===== config.mk =====
export PLATFORM = sky130hd
export DESIGN_NAME = claw_step_driver_flat
export DESIGN_NICKNAME = d
export VERILOG_FILES = /design/src/rtl/claw_step_driver_if.sv /design/src/rtl/claw_step_driver.sv /design/src/flat_wrapper.sv
export SDC_FILE = /design/constraint.sdc
export NUM_CORES = 1
export LEC_CHECK = 0
export CORE_ASPECT_RATIO = 1.2
export CORE_MARGIN = 5
export CORE_UTILIZATION = 30
export DETAILED_ROUTE_END_ITERATION = 8
export PLACE_DENSITY = 0.57
export SLEW_MARGIN = 25
export SYNTH_ARGS = -nofsm -noshare
export SYNTH_HDL_FRONTEND = slang
export SYNTH_SLANG_ARGS = --single-unit

===== constraint.sdc =====
create_clock -name clk -period 2.13 [get_ports clk]
set_input_delay 0.213 -clock clk [delete_from_list [all_inputs] [get_ports clk]]
set_output_delay 0.213 -clock clk [all_outputs]
set_load 0.05 [all_outputs]

===== src/rtl/claw_step_driver_if.sv =====
// Bundle of the run-control and counter-strobe signals of claw_step_driver.
// Handshake: Start/Abort are level requests sampled on every rising clk edge;
// there is no ready/ack, and the result is observed on Busy/Done/Err.
// The slave modport is the driver and the master modport is its controller.
interface claw_step_driver_if;
  logic       Start;
  logic       Abort;
  logic       Cnt_10;
  logic       Add;
  logic       CntReset;
  logic       Busy;
  logic       Done;
  logic       Err;
  logic [3:0] Steps;

  modport master (
    output Start, Abort, Cnt_10,
    input  Add, CntReset, Busy, Done, Err, Steps
  );

  modport slave (
    input  Start, Abort, Cnt_10,
    output Add, CntReset, Busy, Done, Err, Steps
  );
endinterface


===== src/rtl/claw_step_driver.sv =====
// claw_step_driver: steps a downstream decade counter by strobing Add until the
// counter reports its terminal count (Cnt_10). The counter is cleared first via
// CntReset. Abort cancels a run and clears the counter again.
// Optional macro STEP_SHADOW_CHECK_EN: compares the local Steps shadow count
// with Cnt_10 in CHECK and flags Err (then aborts) on disagreement.
// All outputs are registered and are decoded from the next state, so they line
// up with the state register. dbg_state exposes the FSM state.
module claw_step_driver #(
  parameter int ADD_HIGH = 4,
  parameter int ADD_LOW  = 4,
  parameter int RST_CYC  = 2
) (
  input  logic                 clk,
  input  logic                 Reset,
  claw_step_driver_if.slave    bus,
  output logic [2:0]           dbg_state
);

  typedef enum logic [2:0] {
    S_IDLE     = 3'd0,
    S_CLR      = 3'd1,
    S_PULSE_HI = 3'd2,
    S_PULSE_LO = 3'd3,
    S_CHECK    = 3'd4,
    S_DONE     = 3'd5,
    S_ABRT     = 3'd6
  } state_t;

  // Counters count down to zero, so each load is the duration minus one.
  localparam logic [7:0] HI_LOAD  = 8'(ADD_HIGH - 1);
  localparam logic [7:0] LO_LOAD  = 8'(ADD_LOW - 1);
  localparam logic [7:0] RST_LOAD = 8'(RST_CYC - 1);

  state_t     state;
  state_t     state_next;
  logic [7:0] cnt;
  logic [7:0] cnt_load;
  logic       cnt_zero;
  logic       add_q;
  logic       cnt_reset_q;
  logic       busy_q;
  logic       done_q;
  logic [3:0] steps_q;
  logic       run_start;
  logic       step_edge;

  assign cnt_zero  = (cnt == 8'd0);
  assign run_start = (state == S_IDLE) && (state_next == S_CLR);
  assign step_edge = (state == S_PULSE_HI) && (state_next == S_PULSE_LO);

`ifdef STEP_SHADOW_CHECK_EN
  logic shadow_err;
  logic err_q;
`endif

  // Next-state decode; Abort outranks every other exit of the active states.
  always_comb begin
    state_next = state;
`ifdef STEP_SHADOW_CHECK_EN
    shadow_err = 1'b0;
`endif
    case (state)
      S_IDLE: begin
        if (bus.Start && !bus.Abort) state_next = S_CLR;
      end
      S_CLR: begin
        if (bus.Abort)     state_next = S_ABRT;
        else if (cnt_zero) state_next = S_PULSE_HI;
      end
      S_PULSE_HI: begin
        if (bus.Abort)     state_next = S_ABRT;
        else if (cnt_zero) state_next = S_PULSE_LO;
      end
      S_PULSE_LO: begin
        if (bus.Abort)     state_next = S_ABRT;
        else if (cnt_zero) state_next = S_CHECK;
      end
      S_CHECK: begin
        if (bus.Abort) begin
          state_next = S_ABRT;
        end else begin
          if (bus.Cnt_10) state_next = S_DONE;
          else            state_next = S_PULSE_HI;
`ifdef STEP_SHADOW_CHECK_EN
          // Counter and shadow count disagree about reaching nine steps.
          if (bus.Cnt_10 != (steps_q == 4'd9)) begin
            shadow_err = 1'b1;
            state_next = S_ABRT;
          end
`endif
        end
      end
      S_DONE: begin
        state_next = S_IDLE;
      end
      S_ABRT: begin
        if (cnt_zero) state_next = S_IDLE;
      end
      default: begin
        state_next = S_IDLE;
      end
    endcase
  end

  // Duration to load into the cycle counter when entering a timed state.
  always_comb begin
    cnt_load = 8'd0;
    case (state_next)
      S_CLR, S_ABRT: cnt_load = RST_LOAD;
      S_PULSE_HI:    cnt_load = HI_LOAD;
      S_PULSE_LO:    cnt_load = LO_LOAD;
      default:       cnt_load = 8'd0;
    endcase
  end

  // State, cycle counter, and registered outputs decoded from the next state.
  always_ff @(posedge clk) begin
    if (Reset) begin
      state       <= S_IDLE;
      cnt         <= 8'd0;
      add_q       <= 1'b0;
      cnt_reset_q <= 1'b0;
      busy_q      <= 1'b0;
      done_q      <= 1'b0;
      steps_q     <= 4'd0;
    end else begin
      state <= state_next;
      if (state_next != state) cnt <= cnt_load;
      else if (!cnt_zero)      cnt <= cnt - 8'd1;

      add_q       <= (state_next == S_PULSE_HI);
      cnt_reset_q <= (state_next == S_CLR) || (state_next == S_ABRT);
      busy_q      <= (state_next == S_CLR) || (state_next == S_PULSE_HI) ||
                     (state_next == S_PULSE_LO) || (state_next == S_CHECK) ||
                     (state_next == S_ABRT);
      done_q      <= (state_next == S_DONE);

      if (run_start)                   steps_q <= 4'd0;
      else if (step_edge && steps_q != 4'd15) steps_q <= steps_q + 4'd1;
    end
  end

`ifdef STEP_SHADOW_CHECK_EN
  // Sticky mismatch flag, cleared only when a new run starts.
  always_ff @(posedge clk) begin
    if (Reset)           err_q <= 1'b0;
    else if (run_start)  err_q <= 1'b0;
    else if (shadow_err) err_q <= 1'b1;
  end
  assign bus.Err = err_q;
`else
  assign bus.Err = 1'b0;
`endif

  assign bus.Add      = add_q;
  assign bus.CntReset = cnt_reset_q;
  assign bus.Busy     = busy_q;
  assign bus.Done     = done_q;
  assign bus.Steps    = steps_q;
  assign dbg_state    = state;

endmodule

===== src/flat_wrapper.sv =====
// flat-port wrapper written by rule: the top's interface ports become plain ports
module claw_step_driver_flat 
#(
  parameter int ADD_HIGH = 4,
  parameter int ADD_LOW  = 4,
  parameter int RST_CYC  = 2
)
  (clk, Reset, dbg_state, bus_Start, bus_Abort, bus_Cnt_10, bus_Add, bus_CntReset, bus_Busy, bus_Done, bus_Err, bus_Steps);
  claw_step_driver_if bus_i ();
  input  logic clk;
  input  logic Reset;
  output logic [2:0] dbg_state;
  input wire logic [$bits(bus_i.Start)-1:0] bus_Start;
  input wire logic [$bits(bus_i.Abort)-1:0] bus_Abort;
  input wire logic [$bits(bus_i.Cnt_10)-1:0] bus_Cnt_10;
  output wire logic [$bits(bus_i.Add)-1:0] bus_Add;
  output wire logic [$bits(bus_i.CntReset)-1:0] bus_CntReset;
  output wire logic [$bits(bus_i.Busy)-1:0] bus_Busy;
  output wire logic [$bits(bus_i.Done)-1:0] bus_Done;
  output wire logic [$bits(bus_i.Err)-1:0] bus_Err;
  output wire logic [$bits(bus_i.Steps)-1:0] bus_Steps;
  assign bus_i.Start = bus_Start;
  assign bus_i.Abort = bus_Abort;
  assign bus_i.Cnt_10 = bus_Cnt_10;
  assign bus_Add = bus_i.Add;
  assign bus_CntReset = bus_i.CntReset;
  assign bus_Busy = bus_i.Busy;
  assign bus_Done = bus_i.Done;
  assign bus_Err = bus_i.Err;
  assign bus_Steps = bus_i.Steps;
  claw_step_driver #(.ADD_HIGH(ADD_HIGH), .ADD_LOW(ADD_LOW), .RST_CYC(RST_CYC)) u_core (.clk(clk), .Reset(Reset), .bus(bus_i), .dbg_state(dbg_state));
endmodule

## Word-level counts from Yosys, hierarchy flattened

Cells that the tools add are included.
Widths: inputs -> output; s select.

| word-level totals | value |
|---|---|
| bits in registers | 19 |
| bits of input ports | 5 |
| output and inout port bits | 12 |
| word-level logic and storage cells | 52 |

| cells by class | value |
|---|---|
| $add $sub $neg | 2 |
| eq/ne operators | 14 |
| muxes and demuxes | 14 |
| reductions and logical operators | 15 |

Operators with widths:

| operator | number |
|---|---|
| $mux 3 | 10 |
| $pmux 3 s6 | 1 |
| $mux 8 | 2 |
| $eq 3x3->1 const B | 5 |
| $eq 3x2->1 const B | 4 |
| $logic_not 8->1 | 1 |
| $sub 8x1->8 const B | 1 |
| $eq 3x1->1 const B | 2 |
| $reduce_or 2->1 | 3 |
| $logic_or 1x1->1 | 5 |
| $add 4x1->4 const B | 1 |
| $logic_and 1x1->1 | 4 |
| $ne 4x4->1 const B | 1 |
| $pmux 2 s2 | 1 |
| $logic_not 3->1 | 1 |
| $ne 3x3->1 | 1 |
| $ne 2x2->1 const B | 1 |
| $logic_not 1->1 | 1 |

## Logic depth before layout (Yosys ltp)

Gate-level depths: netlist of run 1.

| logic depth | value |
|---|---|
| word-level depth | 9 |
| depth in mapped cells | 8 |
| mapped depth without buffers | 7 |

## Least setup slack after synthesis of run 1

No wires, ideal clock.

| path | value |
|---|---|
| path kind | register to register |
| start point | reg u_core.cnt[0] |
| end point | reg u_core.steps_q[3] (netlist: u_core.bus.Steps[3]) |
| library setup time | 0.070 ns |
| arrival time | 2.124 ns |
| required time | 2.060 ns |
| setup slack | -0.064 ns |
| cell stages (with the launch flop) | 8 |
| path buffers | 0 |
| clock period less this slack | 2.194 ns |
| path through | dfxtp_1 > inv_1 > ha_1 > or3b_2 > nor4_4 > a311oi_2 > or4_1 > a21boi_1 |

| between the ends | value |
|---|---|
| cells in the longest elaborated chain, start to end | 7 |
| elaborated cells between the ends (all ways) | 15 |
| classes of those cells | 2 x eq/ne; 8 x mux; 5 x reduce/logical |

RTL lines:

| what | RTL line | RTL |
|---|---|---|
| start: declaration | claw_step_driver.sv:36 | `logic [7:0] cnt;` |
| start signal: assignment | claw_step_driver.sv:128 | `if (state_next != state) cnt <= cnt_load;` |
| start signal: assignment | claw_step_driver.sv:129 | `else if (!cnt_zero) cnt <= cnt - 8'd1;` |
| $logic_not 8->1 * | claw_step_driver.sv:47 | `assign cnt_zero = (cnt == 8'd0);` |
| $mux 3 (on tied branches) | claw_step_driver.sv:76, claw_step_driver.sv:68, claw_step_driver.sv:72 |  |
| $mux 3 (on tied branches) | claw_step_driver.sv:75, claw_step_driver.sv:67, claw_step_driver.sv:71 |  |
| $pmux 3 s6 * | claw_step_driver.sv:62 | `case (state)` |
| $eq 3x1->1 / $eq 3x2->1 (equally long branches) | claw_step_driver.sv:48, claw_step_driver.sv:49 |  |
| $logic_and 1x1->1 (on tied branches) | claw_step_driver.sv:48, claw_step_driver.sv:49 |  |
| $reduce_or 2->1 (no line) / $logic_and 1x1->1 (equally long branches) | n/a |  |
| end signal: assignment | claw_step_driver.sv:139 | `else if (step_edge && steps_q != 4'd15) steps_q <= steps_q + 4'd1;` |
| end: declaration | claw_step_driver.sv:43 | `logic [3:0] steps_q;` |

Mark *: on every way between the ends. The rest lies on a longest branch, timed or not.
A chain may end at the register's enable or synchronous reset.

## Worst setup path in the final report of run 1

| path | value |
|---|---|
| start point | reg u_core.cnt[3] |
| end point | reg u_core.steps_q[2] (netlist: u_core.bus.Steps[2]) |

The elaborated chain is that of the path after synthesis.

==> metrics, run 1 <==
status=completed; max-slew violation count=0; crit end category=register; fmax=489 MHz; Final Skew=4.64 ps; placed wire-length estimate=2.05 mm; worst-skew pair later-pin latency=250 ps; most frequent cells in the layout=dfxtp_1, clkdlybuf4s50_1, buf_4, nor2_1, a21oi_1; sequential area share after synthesis=35.6%; Wirelength per Cell=13.7 µm; mean cell area of the mapped netlist=8.35 µm²; synth warn=0; Fin. Hold Viols=0; Root Driver=clkbuf_8; Gate Count Post-Synth=128; Multi-input gate area=683 µm²; Synth cell types=42; Final WS setup=86.2 ps; initial antenna violation count=0; reg2reg setup slack=90 ps; Internal=1.09 mW; hold_sp=u_core.bus.Steps[3]; clock-pin slew reported for the worst setup and hold paths after clock tree synthesis=70 ps; most common cell after layout, fill and taps aside=dfxtp_1; Finish-stage setup viols=0; cell leakage power=0.532 nW; Sequential Power Share=27.9%; Layout Nets=163; Hold Path Cell Cnt=2; Die Ht=75.4 µm; clock power share=12.7%; CTS tree=built; Design Area, Final=0.00144 mm²; Crit Path Category=register to register; TritonCTS Sinks=19; CP Launch Type=register; Routed WL=2.63 mm; final cell count without fillers=192; Filler cells=367; sw frac=44.4%; Net Switching=0.869 mW; DRC Markers=0; area grow syn2layout=34.8%; syn_nets=135; share of cells above drive strength 1=23.2%; overall routing resource usage=11.5%; Die W=64.5 µm; n_diodes=0; MaxCap Viol Count=0; vias=1028; Tot Pwr=1.96 mW; vias in the first global route=1038; placed cell count=185; die area=0.00486 mm²; CTS Hold Bufs=0; Worst-Margin Slew=520 ps; ANT nets after route=0; Critical Path RT=2320 ps; critical path peak fanout=7; CTS Buf Count=3; initial DRC count=48; Reg area=383 µm²; Pre-Repair DR Iteration Count=3; Post-Place Cell Area=0.00133 mm²; effective utilization at floorplan=31.5%; relative slew slack=65.1%; worst r2r dst=u_core.bus.Steps[2]; Avg Vias per Cell=5.35; worst r2r src=u_core.cnt[3]; critical path arrival=2230 ps; Period minus WS final=2040 ps; P per Cell Area=1360 mW/mm²; Hold Path Sink=u_core.bus.Steps[3]; first-pass GRT wire length=4.38 mm; TNS Setup=0 ps; I/O pins=17; largest net degree at the start of global routing=14; final worst-path cycle share=96.0%; H-tree Lvls=1; Hold WC Path Type=register to register; Comb power frac=59.4%; maximum clock insertion buffer count=2; core box area=0.00340 mm²; routability cong.=0.803; GRT overflow=0; worst vdd rail ir drop=797 µV; Mapped Area=0.00107 mm²; row count=23; worst slack, placed=-46.1 ps; #FFs+latches synth=19; R2R depth=5; port bufs=15
-- cell type report --
class,instances,share of cell area [%]
Sequential cell,19,26.6
Inverter,5,1.30
Tap cell,37,3.21
Multi-Input combinational cell,97,47.4
Clock inverter,1,0.348
Clock buffer,3,2.87
Timing Repair Buffer,30,18.2
-- cells by family after synthesis --
logic type | Yosys count | synth area share (%)
compound gates | 32 | 20.5
mux | 2 | 1.99
other cells | 1 | 0.351
simple gates | 55 | 30.6
flops | 19 | 35.6
buf+inv | 12 | 4.57
fa+ha+maj | 2 | 2.34
xor+xnor | 5 | 4.10
-- what timing repair did --
item                                    in CTS  in global routing
cloned                                       0                  0
pin swaps                                    6                  4
buffers inserted                             3                  0
resized for setup                            6                  5
endpoints found under the setup margin       2                  5
-- registers in the layout (all words and copies together), names as in the netlist --
register             flops
u_core.dbg_state         3
u_core.bus.Done          1
u_core.bus.Steps         4
u_core.bus.Busy          1
u_core.bus.CntReset      1
u_core.cnt               8
u_core.bus.Add           1
-- cell usage after synthesis (all sizes together) --
library cell,count,share of area [%]
or3,1,0.59
clkbuf,6,2.1
nand2,6,2.1
or3b,1,0.82
nand4b,1,0.82
or2,1,0.59
conb,1,0.35
or4,6,4.6
xnor2,1,0.82
a211oi,3,2.1
o21ai,6,2.8
a311o,1,0.94
nor3b,2,1.4
buf,1,0.70
nand4,1,0.59
and2,1,0.59
mux2,1,1.1
ha,2,2.3
nor3,4,1.9
nor2,14,4.9
o31a,1,0.82
a21boi,5,3.5
a311oi,1,1.4
nor4,5,4.9
o31ai,3,2.1
inv,5,1.8
nand3,5,2.3
nor2b,1,0.59
o32ai,1,0.82
a21oi,8,3.7
o311a,1,0.94
a21o,1,0.70
xor2,4,3.3
nand2b,3,1.8
mux2i,1,0.94
dfxtp,19,36
a31oi,1,0.59
nand3b,3,2.1
-- worst max path at each step --
stage,startpoint,end,slack (ps)
detailed placement,bus_Cnt_10,u_core.bus.Steps[3],-50
global route,u_core.cnt[3],u_core.bus.Steps[2],-0.6
floorplan,u_core.cnt[0],u_core.bus.Steps[1],30
CTS,u_core.cnt[0],u_core.bus.Steps[2],0.3
global placement,bus_Abort,u_core.bus.Steps[3],30
finish,u_core.cnt[3],u_core.bus.Steps[2],90
-- power by group through the flow --
stage               Combinational (mW)  Clock [mW]  Sequential, mW
floorplan                        0.632           0           0.640
global placement                  1.05           0           0.547
detailed placement                1.07           0           0.551
CTS                               1.13       0.258           0.545
global route                      1.26       0.286           0.565
finish                            1.16       0.248           0.547
-- critical path, cell delays in order, from the launching register on --
cell and delay, ps:
dfxtp_1 320, or4_4 570, nor4_4 340, a311oi_4 110, or4_1 510, a21boi_1 120
-- through the flow --
| stage | hold slack (ps) | utilization, % |
|---|---|---|
| floorplan | 395 | - |
| CTS | 505 | 41.6 |
| finish | 498 | 42.4 |
| global route | 536 | 42.4 |
| detailed placement | 496 | 39.1 |
| global placement | 484 | 39.1 |
-- metal layers --
metal  routed length (µm)  vias up  global-route usage (%)
met3                  103        4                    2.95
met4                   34        0                    3.05
met2                 1400       17                    23.2
met1                 1090      486                    11.8
met5                    0        -                       0
li1                     -      521                       -
(Power assumes the default switching activity.)
==> run 2, diff against run 1 <==
--- a/config.mk
+++ b/config.mk
@@ -5,7 +5,6 @@
 export SDC_FILE = /design/constraint.sdc
 export NUM_CORES = 1
 export LEC_CHECK = 0
-export CORE_ASPECT_RATIO = 1.2
 export CORE_MARGIN = 5
 export CORE_UTILIZATION = 30
 export DETAILED_ROUTE_END_ITERATION = 8
==> run 2 against run 1 <==
Clock skew is 2.8 ps lower. Largest cell class unchanged. Final cell count grew 4.7%. Sequential share of layout area rose by 0.30 points. Clock power fell by 27%. Flip-flop and latch count stayed put. Critical path depth is 2 higher. Via count down 0.29%. Largest power group unchanged. Die area fell by 0.10%. Power is 4.0% lower. Register-to-register slack lost 60 ps.
==> metrics, run 2 (same netlist as run 1, synthesis figures left out) <==
H-tree Lvls=1 (unchanged); fmax=475 MHz (was 489 MHz); port bufs=15 (unchanged); Final WS setup=23.0 ps (was 86.2 ps); share of cells above drive strength 1=20.6% (was 23.2%); max-slew violation count=0 (unchanged); Multi-input gate area=674 µm² (was 683 µm²); Filler cells=339 (was 367); placed wire-length estimate=1.94 mm (was 2.05 mm); worst slack, placed=23.9 ps (was -46.1 ps); core box area=0.00339 mm² (was 0.00340 mm²); Critical Path RT=2370 ps (was 2320 ps); effective utilization at floorplan=31.5% (about the same); area grow syn2layout=33.3% (was 34.8%); maximum clock insertion buffer count=2 (unchanged); Net Switching=0.849 mW (was 0.869 mW); n_diodes=0 (unchanged); Sequential Power Share=29.1% (was 27.9%); I/O pins=17 (unchanged); Finish-stage setup viols=0 (unchanged); Comb power frac=61.3% (was 59.4%); overall routing resource usage=10.8% (was 11.5%); Crit Path Category=register to register (unchanged); P per Cell Area=1320 mW/mm² (was 1360 mW/mm²); Avg Vias per Cell=5.10 (was 5.35); Root Driver=clkbuf_4 (was clkbuf_8); routability cong.=0.773 (was 0.803); Reg area=383 µm² (unchanged); TNS Setup=0 ps (unchanged); clock power share=9.6% (was 12.7%); first-pass GRT wire length=4.31 mm (was 4.38 mm); Worst-Margin Slew=497 ps (was 520 ps); initial DRC count=8 (was 48); RSZ-0062 raised after global routing=true; CTS Buf Count=3 (unchanged); Hold Slack=519 ps (was 498 ps); max reg flops=8 (unchanged); Internal=1.03 mW (was 1.09 mW); Finished Core Util=42.0% (was 42.4%); CP Launch Type=register (unchanged); final worst-path cycle share=98.9% (was 96.0%); MaxCap Viol Count=0 (unchanged); critical path arrival=2340 ps (was 2230 ps); initial antenna violation count=0 (unchanged); worst vdd rail ir drop=801 µV (was 797 µV); most frequent cells in the layout=dfxtp_1, clkdlybuf4s50_1, buf_4, nor2_1, a21oi_1 (unchanged); most common cell after layout, fill and taps aside=dfxtp_1 (unchanged); critical path peak fanout=6 (was 7); cell leakage power=0.523 nW (was 0.532 nW); Die Ht=69.7 µm (was 75.4 µm); Final Skew=1.86 ps (was 4.64 ps); vias=1025 (was 1028); relative slew slack=66.8% (was 65.1%); sw frac=45.2% (was 44.4%); worst-skew pair later-pin latency=290 ps (was 250 ps); TritonCTS Sinks=19 (unchanged); DRC Markers=0 (unchanged); vias in the first global route=996 (was 1038); Die W=69.7 µm (was 64.5 µm); clock-pin slew reported for the worst setup and hold paths after clock tree synthesis=110 ps (was 70 ps); ANT nets after route=0 (unchanged); Wirelength per Cell=12.5 µm (was 13.7 µm); CTS Hold Bufs=0 (unchanged); GRT overflow=0 (unchanged); status=completed (unchanged); Tot Pwr=1.88 mW (was 1.96 mW); largest net degree at the start of global routing=15 (was 14); Routed WL=2.51 mm (was 2.63 mm); Period minus WS final=2110 ps (was 2040 ps); most flop-heavy register=u_core.cnt (unchanged); die area=0.00486 mm² (about the same); Fin. Hold Viols=0 (unchanged); CTS tree=built (unchanged); Layout Nets=163 (unchanged); row count=21 (was 23); Pre-Repair DR Iteration Count=4 (was 3); Hold WC Path Type=register to register (unchanged); crit end category=register (unchanged)
## run 2: cell count changes in the layout (fill, tap and decap cells not counted), moves of 2 or more
cell      delta
clkbuf_8     -3
nor4_2       -2
nor4_1       +2
clkbuf_4     +3
## run 2: routing by layer
metal / global-route usage [%] / wire length [µm]
met4: 2.77 / 17
met5: 0 / 0
met2: 20.3 / 1310
met1: 11.3 / 1090
met3: 3.77 / 87
## run 2: path summary, 6_finish.rpt
path | from | to | slack, ps | cells after the start
worst max register to register | u_core.cnt[0] | u_core.bus.Steps[2] | 20 | 7
worst min register to register | u_core.cnt[6] | u_core.cnt[6] | 520 | 2
worst max-delay path | u_core.cnt[0] | u_core.bus.Steps[2] | 20 | 7
worst min-delay path | u_core.cnt[6] | u_core.cnt[6] | 520 | 2
## run 2: power groups by stage
stage / Clock, mW / Combinational [mW] / Sequential [mW]
finish: 0.181 / 1.15 / 0.546
global route: 0.214 / 1.26 / 0.561
CTS: 0.191 / 1.09 / 0.545
detailed placement: 0 / 1.07 / 0.551
global placement: 0 / 1.04 / 0.548
floorplan: 0 / 0.632 / 0.640
## run 2: through the flow
stage	area [µm²]	std cells
after CTS	1380	198
after detailed placement	1340	194
after floorplan	1070	128
after global routing	1420	201
final	1420	201
after global placement	1340	194
## run 2: timing repair
| action | in CTS | in global routing |
|---|---|---|
| pin swaps | 2 | 5 |
| endpoints found under the setup margin | 1 | 14 |
| buffers inserted | 0 | 3 |
| endpoints found under the hold margin | 0 | 0 |
| resized for setup | 2 | 6 |
## run 2: cell type report
| class | instances | share of cell area, % |
|---|---|---|
| multi-input cells | 97 | 47.4 |
| flip-flops and latches | 19 | 26.9 |
| well taps | 46 | 4.04 |
| inverters | 5 | 1.32 |
| repair buffers | 30 | 18.5 |
| clock buffers | 3 | 1.58 |
| clock inverters | 1 | 0.351 |
## run 2: worst max-delay path, cell delays in order (launching register included)
cell      delay (ps)
dfxtp_2          330
inv_1             90
ha_4             140
or3b_4           400
nor4_4           340
a311oi_4         100
or4_1            530
a21boi_1         120
